**src/rtl/ccorr_frame_ctrl_if.sv**
```systemverilog
// ccorr_frame_ctrl_if
// Bundles every non-clock signal of the cross-correlation frame controller:
//   - frame control : start, frame_len, busy, timeout
//   - sample stream : s_valid / s_ready plus the s_d1_* / s_d2_* sample pair
//   - core side     : core_rst, core_en, core_d*_* and core_ready, core_re*/core_im*
//   - result port   : res_valid / res_ready plus res_lag, res_re, res_im, res_mag
// Modport master is the controller's view, slave is the environment's view.
// Handshakes (s_* and res_*): a transfer happens on a rising clk edge where
// valid and ready are both high; a valid producer holds its payload stable
// until that edge, and ready may be asserted independently of valid.
interface ccorr_frame_ctrl_if #(
    parameter int W     = 32,
    parameter int LEN_W = 16
);
    logic             start;
    logic [LEN_W-1:0] frame_len;
    logic             busy;
    logic             timeout;

    logic             s_valid;
    logic             s_ready;
    logic [W-1:0]     s_d1_re, s_d1_im, s_d2_re, s_d2_im;

    logic             core_rst;
    logic             core_en;
    logic [W-1:0]     core_d1_re, core_d1_im, core_d2_re, core_d2_im;
    logic             core_ready;
    logic [W-1:0]     core_re0, core_re1, core_re2, core_re3;
    logic [W-1:0]     core_im0, core_im1, core_im2, core_im3;

    logic             res_valid;
    logic             res_ready;
    logic [1:0]       res_lag;
    logic [W-1:0]     res_re, res_im;
    logic [W:0]       res_mag;

    modport master (
        input  start, frame_len, s_valid, s_d1_re, s_d1_im, s_d2_re, s_d2_im,
               core_ready, core_re0, core_re1, core_re2, core_re3,
               core_im0, core_im1, core_im2, core_im3, res_ready,
        output busy, timeout, s_ready, core_rst, core_en,
               core_d1_re, core_d1_im, core_d2_re, core_d2_im,
               res_valid, res_lag, res_re, res_im, res_mag
    );

    modport slave (
        output start, frame_len, s_valid, s_d1_re, s_d1_im, s_d2_re, s_d2_im,
               core_ready, core_re0, core_re1, core_re2, core_re3,
               core_im0, core_im1, core_im2, core_im3, res_ready,
        input  busy, timeout, s_ready, core_rst, core_en,
               core_d1_re, core_d1_im, core_d2_re, core_d2_im,
               res_valid, res_lag, res_re, res_im, res_mag
    );
endinterface

```
**src/rtl/ccorr_frame_ctrl.sv**
```systemverilog
// ccorr_frame_ctrl
// Runs one cross-correlation frame through the CCorr core: holds the core in
// reset, streams frame_len sample pairs into it (data2 conjugated), waits for
// core_ready, then scans the four lag outputs for the largest |re|+|im| and
// offers the winner on the result handshake.
// Ports:
//   clk, rst   : system clock, synchronous active-high reset
//   bus        : ccorr_frame_ctrl_if.master (frame control, sample stream,
//                core drive/readback, result port)
//   dbg_state  : current FSM state encoding (IDLE=0 CLR=1 RUN=2 DRAIN=3
//                SEARCH=4 HOLD=5)
module ccorr_frame_ctrl #(
    parameter int W          = 32,
    parameter int LEN_W      = 16,
    parameter int CLR_CYCLES = 2,
    parameter int DRAIN_MAX  = 64
) (
    input  logic                     clk,
    input  logic                     rst,
    ccorr_frame_ctrl_if.master       bus,
    output logic [2:0]               dbg_state
);
    localparam int CW = $clog2(CLR_CYCLES + 1);
    localparam int DW = $clog2(DRAIN_MAX + 1);
    localparam logic [CW-1:0] CLR_LAST   = CW'(CLR_CYCLES - 1);
    localparam logic [DW-1:0] DRAIN_LAST = DW'(DRAIN_MAX - 1);

    typedef enum logic [2:0] {
        IDLE   = 3'd0,
        CLR    = 3'd1,
        RUN    = 3'd2,
        DRAIN  = 3'd3,
        SEARCH = 3'd4,
        HOLD   = 3'd5
    } state_e;

    state_e           state_q, state_d;
    logic [LEN_W-1:0] len_q, len_d;
    logic [LEN_W-1:0] cnt_q, cnt_d, cnt_inc;
    logic [CW-1:0]    clr_cnt_q, clr_cnt_d;
    logic [DW-1:0]    drain_cnt_q, drain_cnt_d;
    logic [1:0]       lag_q, lag_d;
    logic             s_ready_q, s_ready_d;
    logic             core_rst_q, core_rst_d;
    logic             core_en_q, core_en_d;
    logic [W-1:0]     d1_re_q, d1_re_d, d1_im_q, d1_im_d;
    logic [W-1:0]     d2_re_q, d2_re_d, d2_im_q, d2_im_d;
    logic             res_valid_q, res_valid_d;
    logic [1:0]       res_lag_q, res_lag_d;
    logic [W-1:0]     res_re_q, res_re_d, res_im_q, res_im_d;
    logic [W:0]       res_mag_q, res_mag_d;
    logic             busy_q, busy_d;
    logic             timeout_q, timeout_d;

    logic [W-1:0]     cur_re, cur_im;
    logic [W:0]       cur_mag;
    logic             accept;

    // Magnitude of a two's complement value, one bit wider so that the most
    // negative input maps to +2^(W-1) without overflow.
    function automatic logic [W:0] abs_ext(input logic [W-1:0] v);
        logic [W:0] e;
        e = {v[W-1], v};
        return v[W-1] ? ('0 - e) : e;
    endfunction

    // Lag under inspection during SEARCH.
    always_comb begin
        cur_re = bus.core_re0;
        cur_im = bus.core_im0;
        case (lag_q)
            2'd1: begin cur_re = bus.core_re1; cur_im = bus.core_im1; end
            2'd2: begin cur_re = bus.core_re2; cur_im = bus.core_im2; end
            2'd3: begin cur_re = bus.core_re3; cur_im = bus.core_im3; end
            default: ;
        endcase
        cur_mag = abs_ext(cur_re) + abs_ext(cur_im);
    end

    assign cnt_inc = cnt_q + 1'b1;
    assign accept  = bus.s_valid && s_ready_q;

    always_comb begin
        state_d     = state_q;
        len_d       = len_q;
        cnt_d       = cnt_q;
        clr_cnt_d   = clr_cnt_q;
        drain_cnt_d = drain_cnt_q;
        lag_d       = lag_q;
        core_en_d   = 1'b0;
        d1_re_d     = d1_re_q;
        d1_im_d     = d1_im_q;
        d2_re_d     = d2_re_q;
        d2_im_d     = d2_im_q;
        res_lag_d   = res_lag_q;
        res_re_d    = res_re_q;
        res_im_d    = res_im_q;
        res_mag_d   = res_mag_q;
        timeout_d   = timeout_q;

        case (state_q)
            IDLE: begin
                if (bus.start && (bus.frame_len != '0)) begin
                    len_d     = bus.frame_len;
                    cnt_d     = '0;
                    clr_cnt_d = '0;
                    timeout_d = 1'b0;
                    state_d   = CLR;
                end
            end
            CLR: begin
                if (clr_cnt_q == CLR_LAST) begin
                    state_d = RUN;
                end else begin
                    clr_cnt_d = clr_cnt_q + 1'b1;
                end
            end
            RUN: begin
                if (accept) begin
                    d1_re_d   = bus.s_d1_re;
                    d1_im_d   = bus.s_d1_im;
                    d2_re_d   = bus.s_d2_re;
                    // Conjugate: plain W-bit negate, the most negative value wraps to itself.
                    d2_im_d   = '0 - bus.s_d2_im;
                    core_en_d = 1'b1;
                    cnt_d     = cnt_inc;
                    if (cnt_inc == len_q) begin
                        drain_cnt_d = '0;
                        state_d     = DRAIN;
                    end
                end
            end
            DRAIN: begin
                if (bus.core_ready) begin
                    lag_d   = 2'd0;
                    state_d = SEARCH;
                end else if (drain_cnt_q == DRAIN_LAST) begin
                    timeout_d = 1'b1;
                    state_d   = IDLE;
                end else begin
                    drain_cnt_d = drain_cnt_q + 1'b1;
                end
            end
            SEARCH: begin
                // Lag 0 always seeds the best entry; later lags win only on a
                // strictly larger magnitude, so ties keep the lowest lag.
                if ((lag_q == 2'd0) || (cur_mag > res_mag_q)) begin
                    res_lag_d = lag_q;
                    res_re_d  = cur_re;
                    res_im_d  = cur_im;
                    res_mag_d = cur_mag;
                end
                lag_d = lag_q + 2'd1;
                if (lag_q == 2'd3) begin
                    state_d = HOLD;
                end
            end
            HOLD: begin
                if (res_valid_q && bus.res_ready) begin
                    state_d = IDLE;
                end
            end
            default: state_d = IDLE;
        endcase

        // Registered outputs follow the state being entered.
        s_ready_d   = (state_d == RUN);
        core_rst_d  = (state_d == CLR);
        res_valid_d = (state_d == HOLD);
        busy_d      = (state_d != IDLE);
    end

    always_ff @(posedge clk) begin
        if (rst) begin
            state_q     <= IDLE;
            len_q       <= '0;
            cnt_q       <= '0;
            clr_cnt_q   <= '0;
            drain_cnt_q <= '0;
            lag_q       <= '0;
            s_ready_q   <= 1'b0;
            core_rst_q  <= 1'b1;
            core_en_q   <= 1'b0;
            d1_re_q     <= '0;
            d1_im_q     <= '0;
            d2_re_q     <= '0;
            d2_im_q     <= '0;
            res_valid_q <= 1'b0;
            res_lag_q   <= '0;
            res_re_q    <= '0;
            res_im_q    <= '0;
            res_mag_q   <= '0;
            busy_q      <= 1'b0;
            timeout_q   <= 1'b0;
        end else begin
            state_q     <= state_d;
            len_q       <= len_d;
            cnt_q       <= cnt_d;
            clr_cnt_q   <= clr_cnt_d;
            drain_cnt_q <= drain_cnt_d;
            lag_q       <= lag_d;
            s_ready_q   <= s_ready_d;
            core_rst_q  <= core_rst_d;
            core_en_q   <= core_en_d;
            d1_re_q     <= d1_re_d;
            d1_im_q     <= d1_im_d;
            d2_re_q     <= d2_re_d;
            d2_im_q     <= d2_im_d;
            res_valid_q <= res_valid_d;
            res_lag_q   <= res_lag_d;
            res_re_q    <= res_re_d;
            res_im_q    <= res_im_d;
            res_mag_q   <= res_mag_d;
            busy_q      <= busy_d;
            timeout_q   <= timeout_d;
        end
    end

    assign bus.s_ready    = s_ready_q;
    assign bus.core_rst   = core_rst_q;
    assign bus.core_en    = core_en_q;
    assign bus.core_d1_re = d1_re_q;
    assign bus.core_d1_im = d1_im_q;
    assign bus.core_d2_re = d2_re_q;
    assign bus.core_d2_im = d2_im_q;
    assign bus.res_valid  = res_valid_q;
    assign bus.res_lag    = res_lag_q;
    assign bus.res_re     = res_re_q;
    assign bus.res_im     = res_im_q;
    assign bus.res_mag    = res_mag_q;
    assign bus.busy       = busy_q;
    assign bus.timeout    = timeout_q;
    assign dbg_state      = state_q;
endmodule

```
**src/flat_wrapper.sv**
```systemverilog
// flat-port wrapper written by rule: the top's interface ports become plain ports
module ccorr_frame_ctrl_flat 
#(
    parameter int W          = 32,
    parameter int LEN_W      = 16,
    parameter int CLR_CYCLES = 2,
    parameter int DRAIN_MAX  = 64
)
  (clk, rst, dbg_state, bus_start, bus_frame_len, bus_s_valid, bus_s_d1_re, bus_s_d1_im, bus_s_d2_re, bus_s_d2_im, bus_core_ready, bus_core_re0, bus_core_re1, bus_core_re2, bus_core_re3, bus_core_im0, bus_core_im1, bus_core_im2, bus_core_im3, bus_res_ready, bus_busy, bus_timeout, bus_s_ready, bus_core_rst, bus_core_en, bus_core_d1_re, bus_core_d1_im, bus_core_d2_re, bus_core_d2_im, bus_res_valid, bus_res_lag, bus_res_re, bus_res_im, bus_res_mag);
  ccorr_frame_ctrl_if #(.W(W), .LEN_W(LEN_W)) bus_i ();
  input  logic clk;
  input  logic rst;
  output logic [2:0] dbg_state;
  input wire logic [$bits(bus_i.start)-1:0] bus_start;
  input wire logic [$bits(bus_i.frame_len)-1:0] bus_frame_len;
  input wire logic [$bits(bus_i.s_valid)-1:0] bus_s_valid;
  input wire logic [$bits(bus_i.s_d1_re)-1:0] bus_s_d1_re;
  input wire logic [$bits(bus_i.s_d1_im)-1:0] bus_s_d1_im;
  input wire logic [$bits(bus_i.s_d2_re)-1:0] bus_s_d2_re;
  input wire logic [$bits(bus_i.s_d2_im)-1:0] bus_s_d2_im;
  input wire logic [$bits(bus_i.core_ready)-1:0] bus_core_ready;
  input wire logic [$bits(bus_i.core_re0)-1:0] bus_core_re0;
  input wire logic [$bits(bus_i.core_re1)-1:0] bus_core_re1;
  input wire logic [$bits(bus_i.core_re2)-1:0] bus_core_re2;
  input wire logic [$bits(bus_i.core_re3)-1:0] bus_core_re3;
  input wire logic [$bits(bus_i.core_im0)-1:0] bus_core_im0;
  input wire logic [$bits(bus_i.core_im1)-1:0] bus_core_im1;
  input wire logic [$bits(bus_i.core_im2)-1:0] bus_core_im2;
  input wire logic [$bits(bus_i.core_im3)-1:0] bus_core_im3;
  input wire logic [$bits(bus_i.res_ready)-1:0] bus_res_ready;
  output wire logic [$bits(bus_i.busy)-1:0] bus_busy;
  output wire logic [$bits(bus_i.timeout)-1:0] bus_timeout;
  output wire logic [$bits(bus_i.s_ready)-1:0] bus_s_ready;
  output wire logic [$bits(bus_i.core_rst)-1:0] bus_core_rst;
  output wire logic [$bits(bus_i.core_en)-1:0] bus_core_en;
  output wire logic [$bits(bus_i.core_d1_re)-1:0] bus_core_d1_re;
  output wire logic [$bits(bus_i.core_d1_im)-1:0] bus_core_d1_im;
  output wire logic [$bits(bus_i.core_d2_re)-1:0] bus_core_d2_re;
  output wire logic [$bits(bus_i.core_d2_im)-1:0] bus_core_d2_im;
  output wire logic [$bits(bus_i.res_valid)-1:0] bus_res_valid;
  output wire logic [$bits(bus_i.res_lag)-1:0] bus_res_lag;
  output wire logic [$bits(bus_i.res_re)-1:0] bus_res_re;
  output wire logic [$bits(bus_i.res_im)-1:0] bus_res_im;
  output wire logic [$bits(bus_i.res_mag)-1:0] bus_res_mag;
  assign bus_i.start = bus_start;
  assign bus_i.frame_len = bus_frame_len;
  assign bus_i.s_valid = bus_s_valid;
  assign bus_i.s_d1_re = bus_s_d1_re;
  assign bus_i.s_d1_im = bus_s_d1_im;
  assign bus_i.s_d2_re = bus_s_d2_re;
  assign bus_i.s_d2_im = bus_s_d2_im;
  assign bus_i.core_ready = bus_core_ready;
  assign bus_i.core_re0 = bus_core_re0;
  assign bus_i.core_re1 = bus_core_re1;
  assign bus_i.core_re2 = bus_core_re2;
  assign bus_i.core_re3 = bus_core_re3;
  assign bus_i.core_im0 = bus_core_im0;
  assign bus_i.core_im1 = bus_core_im1;
  assign bus_i.core_im2 = bus_core_im2;
  assign bus_i.core_im3 = bus_core_im3;
  assign bus_i.res_ready = bus_res_ready;
  assign bus_busy = bus_i.busy;
  assign bus_timeout = bus_i.timeout;
  assign bus_s_ready = bus_i.s_ready;
  assign bus_core_rst = bus_i.core_rst;
  assign bus_core_en = bus_i.core_en;
  assign bus_core_d1_re = bus_i.core_d1_re;
  assign bus_core_d1_im = bus_i.core_d1_im;
  assign bus_core_d2_re = bus_i.core_d2_re;
  assign bus_core_d2_im = bus_i.core_d2_im;
  assign bus_res_valid = bus_i.res_valid;
  assign bus_res_lag = bus_i.res_lag;
  assign bus_res_re = bus_i.res_re;
  assign bus_res_im = bus_i.res_im;
  assign bus_res_mag = bus_i.res_mag;
  ccorr_frame_ctrl #(.W(W), .LEN_W(LEN_W), .CLR_CYCLES(CLR_CYCLES), .DRAIN_MAX(DRAIN_MAX)) u_core (.clk(clk), .rst(rst), .bus(bus_i), .dbg_state(dbg_state));
endmodule
```
**config.mk**
```make
export PLATFORM = sky130hd
export DESIGN_NAME = ccorr_frame_ctrl_flat
export DESIGN_NICKNAME = d
export VERILOG_FILES = /design/src/rtl/ccorr_frame_ctrl_if.sv /design/src/rtl/ccorr_frame_ctrl.sv /design/src/flat_wrapper.sv
export SDC_FILE = /design/constraint.sdc
export NUM_CORES = 1
export LEC_CHECK = 0
export BUFFER_PORTS_ARGS = -buffer_cell sky130_fd_sc_hd__buf_2
export CAP_MARGIN = 30
export CELL_PAD_IN_SITES_DETAIL_PLACEMENT = 0
export CELL_PAD_IN_SITES_GLOBAL_PLACEMENT = 1
export CORE_AREA = 2 2 251 253
export CTS_CLUSTER_SIZE = 10
export DETAILED_ROUTE_END_ITERATION = 10
export DIE_AREA = 0 0 253 255
export PLACE_DENSITY_LB_ADDON = 0.1
export SLEW_MARGIN = 20
export SYNTH_ARGS = -nofsm -noshare
export SYNTH_HDL_FRONTEND = slang
export SYNTH_SLANG_ARGS = --single-unit
export TNS_END_PERCENT = 20
```
**constraint.sdc**
```tcl
create_clock -name clk -period 16.6 [get_ports clk]
set_input_delay 1.66 -clock clk [delete_from_list [all_inputs] [get_ports clk]]
set_output_delay 1.66 -clock clk [all_outputs]
set_load 0.005 [all_outputs]
```
==> metrics.json <==
{
  "timing.final.hold_violations": {"value": 0},
  "syn_area_per_cell": {"value": 7.77, "unit": "µm²"},
  "vias_in_the_first_global_route": {"value": 16400},
  "worstPathMaxFanout": {"value": 71},
  "synth_sequential_area_ratio": {"value": 0.341},
  "hold_path_depth": {"value": 2},
  "postCtsResizedCells": {"value": 0},
  "drt_first_pass_iters": {"value": 8},
  "postRouteAntennaNets": {"value": 0},
  "cpLargestDelayFamily": {"value": "compound AO/OA/AOI/OAI gates"},
  "crit_slowest_cell": {"value": "sky130_fd_sc_hd__buf_4"},
  "cts_max_level": {"value": 2},
  "globalRouteTotalUtil": {"value": 0.199},
  "io_pins": {"value": 642},
  "cp_data_required_time": {"value": 17.00, "unit": "ns"},
  "start_kind": {"value": "flip-flop"},
  "detail_route.drc_violations": {"value": 0},
  "kind_of_path_behind_the_tightest_hold_check": {"value": "flip-flop to flip-flop"},
  "tightestPinTransition": {"value": 0.961, "unit": "ns"},
  "placement_rows": {"value": 92},
  "finalSetupViolCount": {"value": 0},
  "reg2reg_depth": {"value": 26},
  "fin_crit_sh": {"value": 0.560},
  "minimum_clock_period": {"value": 9.30, "unit": "ns"},
  "globalRouteOverflowTotal": {"value": 0},
  "synthMuxAreaShare": {"value": 0.0722},
  "prevailing_post_synth_register_cell": {"value": "sky130_fd_sc_hd__dfxtp_1"},
  "min_to": {"value": "u_core.bus.core_d2_im[13]"},
  "clock-skew-final": {"value": 0.0181, "unit": "ns"},
  "cts_setup_buffers": {"value": 0},
  "placeableCoreArea": {"value": 62200, "unit": "µm²"},
  "growth_of_design_area_from_synthesis_to_finish": {"value": 31.1, "unit": "%"},
  "cts_inserted_buffers": {"value": 38},
  "drive_gt1_frac": {"value": 0.276},
  "combinational_family_with_the_most_area_after_synthesis": {"value": "simple AND/OR/NAND/NOR gates"},
  "cts_num_sinks": {"value": 279},
  "syn-cell-area": {"value": 16400, "unit": "µm²"},
  "syn_nets": {"value": 2591},
  "die_height": {"value": 255, "unit": "µm"},
  "n_fill_cell": {"value": 6772},
  "slew_headroom": {"value": 0.359},
  "yosysWarningCount": {"value": 0},
  "routed_length_per_placed_instance": {"value": 19.3, "unit": "µm"},
  "die_area": {"value": 64500, "unit": "µm²"},
  "total_negative_setup_slacks": {"value": 0, "unit": "ns"},
  "finalNetCount": {"value": 3155},
  "yosys.cell_types.count": {"value": 71},
  "dpl.hpwl": {"value": 52600, "unit": "µm"},
  "synthArstFlopShare": {"value": 0},
  "worst_skew_pair.late_latency": {"value": 0.55, "unit": "ns"},
  "initialDrtViolationCount": {"value": 1090},
  "die_width": {"value": 253, "unit": "µm"},
  "numPortBuffers": {"value": 641},
  "status": {"value": "completed"},
  "achievable-frequency": {"value": 108, "unit": "MHz"},
  "post_synth_and_or_nand_nor_area_fraction": {"value": 0.213},
  "worst-path-buf-inv": {"value": 6},
  "setup.worst_path.end_class": {"value": "flip-flop"},
  "timing_worst_setup_path_type": {"value": "flip-flop to flip-flop"},
  "regToRegSetupSlack": {"value": 7.30, "unit": "ns"},
  "flip_flop_and_latch_count_after_synthesis": {"value": 279},
  "ctsHoldBuffers": {"value": 0},
  "critPathMaxStageDelay": {"value": 0.83, "unit": "ns"},
  "synth_edf_count": {"value": 0},
  "gpl.final_weighted_congestion": {"value": 0.836},
  "synth_xor_area_frac": {"value": 0.0711},
  "cts.path.max_buffers": {"value": 3},
  "final-max-slew-violation-count": {"value": 0},
  "worst_ir_drop_vdd": {"value": 0.0000606, "unit": "V"},
  "cts_tree": {"value": "done"},
  "max_cap_violations": {"value": 0},
  "cp.arrival": {"value": 9.70, "unit": "ns"},
  "initial_core_util": {"value": 0.264},
  "p_per_area": {"value": 89.1, "unit": "nW/µm²"},
  "clock-root-buffer": {"value": "sky130_fd_sc_hd__clkbuf_16"},
  "rsz0062_at_grt": {"value": "false"},
  "holdCritStartpoint": {"value": "u_core.bus.core_d2_im[13]"},
  "postSynthCellCount": {"value": 2108},
  "timing.hold.ws": {"value": 0.445, "unit": "ns"},
  "dr_total_vias": {"value": 16900},
  "viasPerCell": {"value": 4.84},
  "critical_path.reg2reg.startpoint": {"value": "u_core.lag_q[0]"},
  "synth-compound-area-share": {"value": 0.197},
  "detail_route.wirelength": {"value": 67500, "unit": "µm"},
  "adder_cell_share_of_the_synthesized_area": {"value": 0.0593},
  "grt_pass1_wl": {"value": 98700, "unit": "µm"},
  "crit-reg2reg-capture": {"value": "u_core.bus.res_re[14]"},
  "cellLeakagePower": {"value": 0.00993, "unit": "µW"},
  "initial_antenna_violation_count": {"value": 5},
  "grt_start_max_net_pins": {"value": 128},
  "clkTransAtPathRegs": {"value": 0.05, "unit": "ns"}
}
[cells by family (layout without fill, tap and decap cells)]
logic type | count (synthesis) | count (layout)
buffers and inverters | 201 | 789
AND/OR/NAND/NOR | 785 | 785
adder cells (fa/ha/maj) | 77 | 77
other | 0 | 3
AO/OA/AOI/OAI | 516 | 516
multiplexers | 117 | 117
flip-flops | 279 | 279
XOR/XNOR | 133 | 133
[flip-flops by register name, summed over array words and instances (netlist names)]
register and flops:
u_core.len_q 16, u_core.bus.core_d1_im 32, u_core.bus.core_d2_im 32, u_core.drain_cnt_q 7
u_core.bus.core_rst 1, u_core.bus.s_ready 1, u_core.bus.core_d2_re 32, u_core.bus.busy 1
u_core.bus.res_lag 2, u_core.dbg_state 3, u_core.lag_q 2, u_core.bus.res_re 32
u_core.cnt_q 16, u_core.clr_cnt_q 2, u_core.bus.res_im 32, u_core.bus.res_valid 1
u_core.bus.core_en 1, u_core.bus.timeout 1, u_core.bus.core_d1_re 32, u_core.bus.res_mag 33
[worst reg2reg max path: cells and delay by family, from the launching register on]
family | cells | cell delay [ns]
flip-flops | 1 | 0.41
AND/OR/NAND/NOR | 5 | 0.56
buffers and inverters | 6 | 2.33
multiplexers | 2 | 1.04
XOR/XNOR | 1 | 0.27
AO/OA/AOI/OAI | 9 | 3.72
adder cells (fa/ha/maj) | 3 | 0.82
[per-layer routing]
layer | track usage | vias to the layer above | share of wire
li1 | - | 8536 | -
met2 | 0.344 | 463 | 0.49
met4 | 0.0649 | 2 | 0.029
met1 | 0.243 | 7830 | 0.43
met5 | 0 | - | 0.00018
met3 | 0.0460 | 85 | 0.058
[cell usage in the layout, fill, tap and decap left out, types with 6 or more instances in the layout]
cell type and n:
sky130_fd_sc_hd__buf_2 640, sky130_fd_sc_hd__nand2_1 337, sky130_fd_sc_hd__dfxtp_1 279, sky130_fd_sc_hd__a21oi_1 258, sky130_fd_sc_hd__nor2_1 230, sky130_fd_sc_hd__mux2i_1 108, sky130_fd_sc_hd__xnor2_1 79, sky130_fd_sc_hd__ha_1 73
sky130_fd_sc_hd__o21ai_0 67, sky130_fd_sc_hd__inv_1 65, sky130_fd_sc_hd__xor2_1 54, sky130_fd_sc_hd__a222oi_1 49, sky130_fd_sc_hd__clkbuf_16 39, sky130_fd_sc_hd__nand3_1 33, sky130_fd_sc_hd__a21o_1 29, sky130_fd_sc_hd__nand4_1 28
sky130_fd_sc_hd__nand2b_1 26, sky130_fd_sc_hd__nor3_1 23, sky130_fd_sc_hd__a22oi_1 20, sky130_fd_sc_hd__nor2b_1 18, sky130_fd_sc_hd__buf_4 16, sky130_fd_sc_hd__a211oi_1 15, sky130_fd_sc_hd__nor4_1 15, sky130_fd_sc_hd__or3_1 14
sky130_fd_sc_hd__clkbuf_1 12, sky130_fd_sc_hd__or2_2 11, sky130_fd_sc_hd__o31ai_1 10, sky130_fd_sc_hd__mux2_2 9, sky130_fd_sc_hd__a31oi_1 8, sky130_fd_sc_hd__o21a_1 7, sky130_fd_sc_hd__and2_1 7, sky130_fd_sc_hd__or4_1 7
sky130_fd_sc_hd__and3_1 7, sky130_fd_sc_hd__o211ai_1 6, sky130_fd_sc_hd__nor3b_1 6
[cell type report]
class | count | area [µm²] | area share
multi-input combinational | 1628 | 10100 | 0.468
sequential | 279 | 5590 | 0.260
timing repair buffer | 659 | 3370 | 0.157
clock buffer | 55 | 1080 | 0.0501
tap | 799 | 1000 | 0.0465
inverter | 66 | 250 | 0.0116
clock inverter | 9 | 129 | 0.00600
antenna | 3 | 7.51 | 0.000349
[cells in the mapped netlist, types with 3 or more instances]
master,number,area [µm²]
sky130_fd_sc_hd__o21a_1,7,52.6
sky130_fd_sc_hd__a21o_1,29,218
sky130_fd_sc_hd__a222oi_1,49,490
sky130_fd_sc_hd__a32oi_1,5,43.8
sky130_fd_sc_hd__inv_1,66,248
sky130_fd_sc_hd__clkbuf_1,110,413
sky130_fd_sc_hd__a211oi_1,15,113
sky130_fd_sc_hd__nor4_1,15,93.8
sky130_fd_sc_hd__nor3b_1,6,45.0
sky130_fd_sc_hd__nand2b_1,26,163
sky130_fd_sc_hd__nand4_1,28,175
sky130_fd_sc_hd__a41oi_1,3,26.3
sky130_fd_sc_hd__buf_1,21,78.8
sky130_fd_sc_hd__xor2_1,54,473
sky130_fd_sc_hd__and2_1,7,43.8
sky130_fd_sc_hd__a21boi_0,5,37.5
sky130_fd_sc_hd__mux2_2,9,101
sky130_fd_sc_hd__a22oi_1,20,150
sky130_fd_sc_hd__dfxtp_1,279,5590
sky130_fd_sc_hd__xnor2_1,79,692
sky130_fd_sc_hd__nor3_1,23,115
sky130_fd_sc_hd__or3_1,14,87.6
sky130_fd_sc_hd__ha_1,76,951
sky130_fd_sc_hd__nor2b_1,18,113
sky130_fd_sc_hd__o31ai_1,10,75.1
sky130_fd_sc_hd__and3_1,8,50.1
sky130_fd_sc_hd__or4_1,7,52.6
sky130_fd_sc_hd__and4_1,5,43.8
sky130_fd_sc_hd__mux2i_1,108,1080
sky130_fd_sc_hd__o32ai_1,3,26.3
sky130_fd_sc_hd__or2_2,11,68.8
sky130_fd_sc_hd__a31oi_1,8,50.1
sky130_fd_sc_hd__a311oi_1,3,26.3
sky130_fd_sc_hd__a21oi_1,258,1290
sky130_fd_sc_hd__o211ai_1,6,45.0
sky130_fd_sc_hd__nand3_1,34,170
sky130_fd_sc_hd__nand3b_1,5,37.5
sky130_fd_sc_hd__nor2_1,230,863
sky130_fd_sc_hd__nor4b_1,3,26.3
sky130_fd_sc_hd__o21ai_0,68,340
sky130_fd_sc_hd__buf_2,3,15.0
sky130_fd_sc_hd__nand2_1,337,1260
[power breakdown]
part / total, µW / leakage (µW) / internal (µW) / switching [µW]
registers: 680 / 0.00225 / 675 / 4.78
logic: 416 / 0.00710 / 179 / 237
clock network: 818 / 0.000583 / 494 / 323
[worst max-delay path by stage]
stage                    start                     to  cells past startpoint
2_1_floorplan  u_core.lag_q[0]  u_core.bus.res_im[30]                     40
5_1_grt        u_core.lag_q[0]  u_core.bus.res_re[16]                     33
4_1_cts        u_core.lag_q[0]  u_core.bus.res_re[14]                     28
3_5_place_dp   bus_core_re3[1]  u_core.bus.res_re[14]                     31
6_report       u_core.lag_q[0]  u_core.bus.res_re[14]                     26
3_3_place_gp   bus_core_re3[1]   u_core.bus.res_im[1]                     31
[metrics by stage]
stage / setup slack, ns / area [µm²] / power (µW) / cells / utilization
6_report: 7.30 / 21500 / 1910 / 3498 / 0.346
5_1_grt: 6.51 / 21500 / 2030 / 3497 / 0.346
4_1_cts: 7.19 / 21500 / 1950 / 3494 / 0.345
3_5_place_dp: 6.92 / 20300 / 1110 / 3430 / 0.326
3_3_place_gp: 7.04 / 20200 / 1110 / 3429 / 0.326
2_1_floorplan: 8.21 / 16400 / 965 / 2108 / -
Note: power is estimated with default switching activity, not from simulation.
